[config.mk]
export PLATFORM = sky130hd
export DESIGN_NAME = f2_cmd_scheduler
export DESIGN_NICKNAME = d
export VERILOG_FILES = /design/src/rtl/f2_cmd_scheduler.sv
export SDC_FILE = /design/constraint.sdc
export NUM_CORES = 1
export LEC_CHECK = 0
export CAP_MARGIN = 10
export CELL_PAD_IN_SITES_DETAIL_PLACEMENT = 1
export CELL_PAD_IN_SITES_GLOBAL_PLACEMENT = 2
export CORE_ASPECT_RATIO = 1.2
export CORE_UTILIZATION = 37
export DETAILED_ROUTE_END_ITERATION = 16
export PLACE_DENSITY_LB_ADDON = 0.1
export SYNTH_ARGS = -nofsm -noshare
export SYNTH_HDL_FRONTEND = slang
export SYNTH_SLANG_ARGS = --single-unit
[constraint.sdc]
create_clock -name sysclk -period 2.1 [get_ports sysclk]
set_input_delay 0.525 -clock sysclk [delete_from_list [all_inputs] [get_ports sysclk]]
set_output_delay 0.525 -clock sysclk [all_outputs]
set_load 0.05 [all_outputs]
[src/rtl/f2_cmd_scheduler.sv]
// F2 GPU front-end: debounced buttons, per-command pending flags, fixed-priority ISSUE/GAP/WAIT sequencer.
// Optional slideshow auto-advance is compiled in with `define F2_AUTO_SLIDE_EN.
module f2_cmd_scheduler #(
  parameter int DB_W         = 20,
  parameter int DB_CYCLES    = 500000,
  parameter int HOLD_CYCLES  = 4,
  parameter int GAP_CYCLES   = 4,
  parameter int SLIDE_W      = 28,
  parameter int SLIDE_CYCLES = 100000000
) (
  input  logic       sysclk,
  input  logic       sys_rst_n,
  input  logic [3:0] btn,
  input  logic       gpu_busy,
  input  logic       slide_en,
  output logic [2:0] instruction,
  output logic [3:0] cmd_ack,
  output logic [3:0] pending,
  output logic       sched_busy
);

  localparam int PH_MAX = (HOLD_CYCLES > GAP_CYCLES) ? HOLD_CYCLES : GAP_CYCLES;
  localparam int PH_W   = $clog2(PH_MAX + 1);

  localparam logic [DB_W-1:0] DB_LAST   = DB_W'(DB_CYCLES - 1);
  localparam logic [PH_W-1:0] HOLD_LAST = PH_W'(HOLD_CYCLES - 1);
  localparam logic [PH_W-1:0] GAP_LAST  = PH_W'(GAP_CYCLES - 1);
  localparam logic [PH_W-1:0] WAIT_LAST = PH_W'(1);

  typedef enum logic [1:0] {IDLE, ISSUE, GAP, WAIT} state_t;

  state_t           state, state_nxt;
  logic [3:0]       btn_p0, btn_p1;
  logic [3:0]       stable, stable_prev;
  logic [DB_W-1:0]  db_cnt [4];
  logic [3:0]       press;
  logic [PH_W-1:0]  phase_cnt, phase_nxt;
  logic             busy_seen, seen_nxt;
  logic [2:0]       code_q, code_nxt;
  logic [2:0]       instr_nxt;
  logic [3:0]       ack_nxt;
  logic [3:0]       pend_clr;
  logic             slide_fire;

  // Lowest set bit wins: prev > next > rotate > negative.
  function automatic logic [1:0] prio_pick(input logic [3:0] req);
    logic [1:0] idx;
    idx = 2'd0;
    for (int i = 3; i >= 0; i--) begin
      if (req[i]) idx = 2'(i);
    end
    return idx;
  endfunction

  // Stage p0/p1: two-flop synchronizer, then per-button debounce.
  always_ff @(posedge sysclk) begin
    if (!sys_rst_n) begin
      btn_p0      <= '0;
      btn_p1      <= '0;
      stable      <= '0;
      stable_prev <= '0;
      for (int i = 0; i < 4; i++) db_cnt[i] <= '0;
    end else begin
      btn_p0      <= btn;
      btn_p1      <= btn_p0;
      stable_prev <= stable;
      for (int i = 0; i < 4; i++) begin
        if (btn_p1[i] == stable[i]) begin
          db_cnt[i] <= '0;
        end else if (db_cnt[i] == DB_LAST) begin
          stable[i] <= btn_p1[i];
          db_cnt[i] <= '0;
        end else begin
          db_cnt[i] <= db_cnt[i] + DB_W'(1);
        end
      end
    end
  end

  assign press = stable & ~stable_prev;

`ifdef F2_AUTO_SLIDE_EN
  localparam logic [SLIDE_W-1:0] SLIDE_LAST = SLIDE_W'(SLIDE_CYCLES - 1);

  logic [SLIDE_W-1:0] slide_cnt;
  logic               slide_run;

  assign slide_run  = (state == IDLE) && (pending == 4'b0000) && !gpu_busy && slide_en;
  assign slide_fire = slide_run && (slide_cnt == SLIDE_LAST);

  // Interval restarts on any accepted press or whenever a sequence starts.
  always_ff @(posedge sysclk) begin
    if (!sys_rst_n) begin
      slide_cnt <= '0;
    end else if ((press != 4'b0000) || slide_fire || ((state == IDLE) && (state_nxt != IDLE))) begin
      slide_cnt <= '0;
    end else if (slide_run) begin
      slide_cnt <= slide_cnt + SLIDE_W'(1);
    end
  end
`else
  logic unused_slide;

  assign slide_fire   = 1'b0;
  assign unused_slide = slide_en ^ (SLIDE_W == 0) ^ (SLIDE_CYCLES == 0);
`endif

  always_comb begin
    state_nxt = state;
    phase_nxt = phase_cnt;
    seen_nxt  = busy_seen;
    code_nxt  = code_q;
    instr_nxt = 3'd0;
    ack_nxt   = 4'b0000;
    pend_clr  = 4'b0000;
    case (state)
      IDLE: begin
        phase_nxt = '0;
        seen_nxt  = 1'b0;
        if ((pending != 4'b0000) && !gpu_busy) begin
          state_nxt = ISSUE;
          instr_nxt = {1'b0, prio_pick(pending)} + 3'd1;
          ack_nxt   = 4'b0001 << prio_pick(pending);
          pend_clr  = 4'b0001 << prio_pick(pending);
          code_nxt  = instr_nxt;
        end else if (slide_fire) begin
          state_nxt = ISSUE;
          instr_nxt = 3'd2;
          ack_nxt   = 4'b0010;
          code_nxt  = 3'd2;
        end
      end
      ISSUE: begin
        if (phase_cnt == HOLD_LAST) begin
          state_nxt = GAP;
          phase_nxt = '0;
        end else begin
          phase_nxt = phase_cnt + PH_W'(1);
          instr_nxt = instruction;
        end
      end
      GAP: begin
        if (phase_cnt == GAP_LAST) begin
          phase_nxt = '0;
          state_nxt = ((code_q == 3'd1) || (code_q == 3'd2)) ? WAIT : IDLE;
        end else begin
          phase_nxt = phase_cnt + PH_W'(1);
        end
      end
      WAIT: begin
        // Two-cycle window for the GPU to raise busy; once seen, wait for it to drop.
        if (gpu_busy) begin
          seen_nxt = 1'b1;
        end else if (busy_seen || (phase_cnt == WAIT_LAST)) begin
          state_nxt = IDLE;
          phase_nxt = '0;
        end else begin
          phase_nxt = phase_cnt + PH_W'(1);
        end
      end
      default: begin
        state_nxt = IDLE;
        phase_nxt = '0;
      end
    endcase
  end

  // Stage p2: FSM state and registered outputs.
  always_ff @(posedge sysclk) begin
    if (!sys_rst_n) begin
      state       <= IDLE;
      phase_cnt   <= '0;
      busy_seen   <= 1'b0;
      code_q      <= 3'd0;
      instruction <= 3'd0;
      cmd_ack     <= 4'b0000;
      pending     <= 4'b0000;
    end else begin
      state       <= state_nxt;
      phase_cnt   <= phase_nxt;
      busy_seen   <= seen_nxt;
      code_q      <= code_nxt;
      instruction <= instr_nxt;
      cmd_ack     <= ack_nxt;
      pending     <= (pending & ~pend_clr) | press;
    end
  end

  assign sched_busy = (state != IDLE);

endmodule

# Word level (Yosys, flattened, before mapping)
# Memories as Yosys holds them, arrays and structs flattened.
# Cells that the tools add are included.
[op_classes]
div = 0
n_bitwise = 21
n_mul = 0
n_reduce_logical = 16
mux = 81
add_sub_neg = 6
magnitude_cmp = 0
shifts = 1
eq_ne = 21
[ops]
columns = ["op", "n"]
rows = [
  ["$mux 20", 12],
  ["$add 20x1->20 const B", 4],
  ["$eq 20x19->1 const B", 4],
  ["$mux 1", 46],
  ["$mux 2", 12],
  ["$mux 3", 5],
  ["$ne 2x2->1 const B", 6],
  ["$or 1x1->1", 12],
  ["$reduce_and 2->1", 6],
  ["$pmux 3 s3", 1],
  ["$and 4x4->4", 2],
  ["$mux 4", 2],
  ["$not 4->4", 2],
  ["$pmux 2 s4", 1],
  ["$eq 3x1->1 const B", 2],
  ["$eq 3x2->1 const B", 2],
  ["$pmux 3 s2", 1],
  ["$reduce_and 5->1", 1],
  ["$eq 1x1->1", 4],
  ["$eq 2x2->1 const B", 2],
  ["$not 1->1", 4],
  ["$or 4x4->4", 1],
  ["$reduce_bool 2->1", 2],
  ["$reduce_bool 4->1", 1],
  ["10 further kinds", 11],
]
[totals]
inputBits = 8
n_memories = 1
reg_bits = 36
mem_bits_rw = 80
word_cells = 161
output_inout_bits = 12
latch_bits = 0
rom_bits = 0
[mem_list]
columns = ["memory", "words", "width", "read_ports", "rd_clocked_by_memory_dff", "wr", "line", "source"]
rows = [
  ["db_cnt", 4, 20, 4, 0, 4, "35", "logic [DB_W-1:0] db_cnt [4];"],
]

# Depth between registers and ports, before layout
[depth]
word_depth = 12
depth_mapped = 7
mapped_depth_nobuf = 7

# Worst setup path after synthesis
# OpenSTA, ideal clock, no wires.
[synth_timing]
path_type = "register -> register"
startpoint = "mem db_cnt[1][12]"
endpoint = "mem db_cnt[1][12], data pin"
synth_period_minus_slack_ns = 1.997
setup_slack_ns = 0.103
path_stages_with_launch = 6
t_required_ns = 1.846
t_arrival_ns = 1.742
path_buffers = 1
setup_ns = 0.254
path_cell_list = "edfxtp_1 nor4_1 nand4_1 o41ai_4 buf_4 nor2_1"
[synth_rtl]
columns = ["element", "line"]
rows = [
  ["start, declared", "35"],
]

==> results.md <==
- Outcome: complete, no violations
- Drt pass-1 iters: 4
- Routability cong.: 0.751
- Post-synthesis sequential area ratio: 52.1%
- Number of synthesis warnings: 0
- Setup crit start kind: flop
- Post-synthesis mux area share: 1.34%
- Reg power frac: 45.4%
- Most numerous cell in the Yosys netlist: nor2_1
- Highest clock rate: 497 MHz
- Synth Area in XOR/XNOR: 9.06%
- Number of buffers created by CTS: 17
- Cell taking the most area after synthesis: edfxtp_1
- Synth cell count leaders: nor2_1, edfxtp_1, xnor2_1
- # IOs: 20
- Setup Viol. Count Final: 0
- Vias in the first global route: 4857
- Clk buf depth: 2
- Comb power frac: 4.1%
- Via Count: 4714
- Initial core utilization: 38.2%
- Die X: 118 um
- GRT overflow: 0
- Clk slew on worst S/H paths: 0.06 ns
- PD cells: 745 nW/um^2
- Crit path kind: flop to flop
- GRT Util Overall: 17.4%
- Synth Flop Type: edfxtp_1
- Adder-cell area share of the yosys netlist: 3.34%
- WL final: 13.3 mm
- CTS tree: built
- Synth Instances: 588
- Hold Crit Class: flop to flop
- Clock skew: 0.00864 ns
- Seq cells post-synth: 116
- Hold Buf Count CTS: 0
- Clk Latency, worst-skew pair: 0.42 ns
- Row cnt: 50
- Fin crit share: 95.8%
- Synthesized area per cell: 10.2 um^2
- Static leakage: 2.86 nW
- Die height: 141 um
- Main combinational cell family by area after synthesis: simple AND/OR/NAND/NOR gates
- Actual slew at the worst max-slew pin: 0.582 ns
- Data required, critical path: 2.28 ns
- Cells along the critical path: ha_1, nand4_1, nor4_2, buf_4, a31oi_1, o21ba_2
- Drt drc: 0
- Ys async rst share: 0%
- Area of the multi-input gates: 3000 um^2
- Synth Area in Compound Gates: 6.62%
- First-pass GRT wire length: 23.1 mm
- Worst Path Max Fanout: 4
- Root Driver: clkbuf_16
- Fillers: 1825
- Final WS setup: 0.0882 ns
- Final hold slack: 0.417 ns
- Register Area: 3120 um^2
- Hold Fails Final Rpt: 0
- Switching pwr: 1.26 mW
- Vias per inst: 4.91
- Core area: 15700 um^2
- Synth Area in Simple Gates: 24.3%
- DIE AREA: 16700 um^2
- Synthesized cell area: 5990 um^2
- Area after DPL: 7040 um^2
- Sw Share: 22.1%
- Drt initial violations: 160
- DP Worst Slack: -0.00917 ns
- I/O Buffers: 18
- Number of flops mapped to enable cells by yosys: 80
- Antenna viol nets, final: 0
- Clock Power Share: 50.5%
- Maxcap violations: 0
- Fin area: 7670 um^2
- Share of the synthesized area in the top cell type: 40.1%
- Antenna diodes: 0
- Int Pwr: 4.45 mW
- Rel. slew slack: 60.8%
- Synth area leaders: edfxtp_1, dfxtp_1, xnor2_1, nor2_1, ha_1
- Layout cell share with drive strength beyond 1: 14.2%
- Max incr delay on CP: 0.40 ns
- Hpwl dp: 9.92 mm
- Crit. End Element: flop
- Pins Over Slew Limit: 0
- Critical Path AT: 2.19 ns
- Fin nets: 763
- P&R area growth vs syn: 27.9%
- Final min period: 2.01 ns
- Clk sinks: 116
- H-tree Lvls: 4
- Wire length per cell: 13.8 um
- Initial antenna violation count: 0
- Worst vdd ir: 392 uV
- CP max-delay cell: nor4_2
- Largest net degree at the start of global routing: 32
- Post-synth cell types: 52
what timing repair did:
action                     CTS  global route
resized for setup            5             4
setup buffers                2             1
setup endpoints to repair    6            27
pin swaps                    0             1
metrics by stage:
step | power, mW | instances | setup TNS [ns] | utilization [%]
after floorplan | 2.77 | 667 | 0 | -
after global placement | 2.86 | 925 | 0 | 44.8
after detailed placement | 2.87 | 925 | -0.00917 | 44.8
after CTS | 5.79 | 959 | 0 | 48.7
after global routing | 5.93 | 960 | -0.0423 | 48.8
final | 5.71 | 960 | 0 | 48.8
power groups by stage:
stage,Combinational (mW),Clock [mW],Sequential (mW)
2_1_floorplan,0.145,0,2.62
3_3_place_gp,0.227,0,2.64
3_5_place_dp,0.232,0,2.64
4_1_cts,0.234,2.96,2.59
5_1_grt,0.267,3.06,2.60
6_report,0.236,2.88,2.59
cell families (layout without fill, tap and decap cells):
group	count (synthesis)	count (layout)
other cells	1	80
xor+xnor	62	62
mux	8	8
simple gates	281	281
buf+inv	47	132
flops	116	116
compound gates	57	57
fa+ha+maj	16	16
cells in the final DEF (no fill, tap or decap), drive strengths merged, types with 5 or more instances in the layout:
cell type       n
and2            9
clkbuf         21
mux2i           8
ha             16
conb           80
o21ai          11
o31ai           8
dlygate4sd2     5
or3             8
xnor2          50
nor4b           6
edfxtp         80
or4             7
buf            59
a21o            5
nor3           22
and3            8
nor2           86
clkdlybuf4s50   6
dfxtp          36
nand4          30
nor4           19
xor2           12
nand2          43
inv            34
a21oi          17
nand3          27
worst max-delay path: cells and delay by family, from the launching register on:
kind | cells | cell delay, ns
AOI/OAI and AO/OA | 2 | 0.30
adders and majority gates | 1 | 0.24
buffers and inverters | 1 | 0.18
DFF | 1 | 0.39
and+or+nand+nor | 2 | 0.65
layout make-up:
type	instances	area share [%]
flip-flops and latches	116	40.7
multi-input cells	504	39.1
repair buffers	72	7.62
clock buffers	21	6.56
well taps	208	3.39
inverters	28	1.37
clock inverters	11	1.18
path summary, 6_finish.rpt:
kind | slack, ns | depth (start not counted) | end | startpoint
worst min register to register | 0.42 | 1 | pending[2] | stable_prev[2]
worst min-delay path | 0.42 | 1 | pending[2] | stable_prev[2]
worst max-delay path | 0.09 | 6 | db_cnt[2][18] | db_cnt[2][0]
worst max register to register | 0.09 | 6 | db_cnt[2][18] | db_cnt[2][0]
sequential cells by signal (all words and copies together), names as in the netlist, 2 cells and up:
| signal | flops |
|---|---|
| db_cnt | 80 |
| btn_p0 | 4 |
| btn_p1 | 4 |
| cmd_ack | 4 |
| pending | 4 |
| stable | 4 |
| stable_prev | 4 |
| code_q | 3 |
| instruction | 3 |
| phase_cnt | 3 |
| state | 2 |
metal layers:
metal  part of all wire, %  vias up  track usage (%)  wire length, um
li1                      -     2359                -                -
met1                    43     2298             19.6             5650
met2                    53       35             31.4             7100
met3                   2.0       22             3.66              262
met4                   2.1        0             7.96              278
met5                     0        -                0                0
Note: power is estimated with default switching activity, not from simulation.
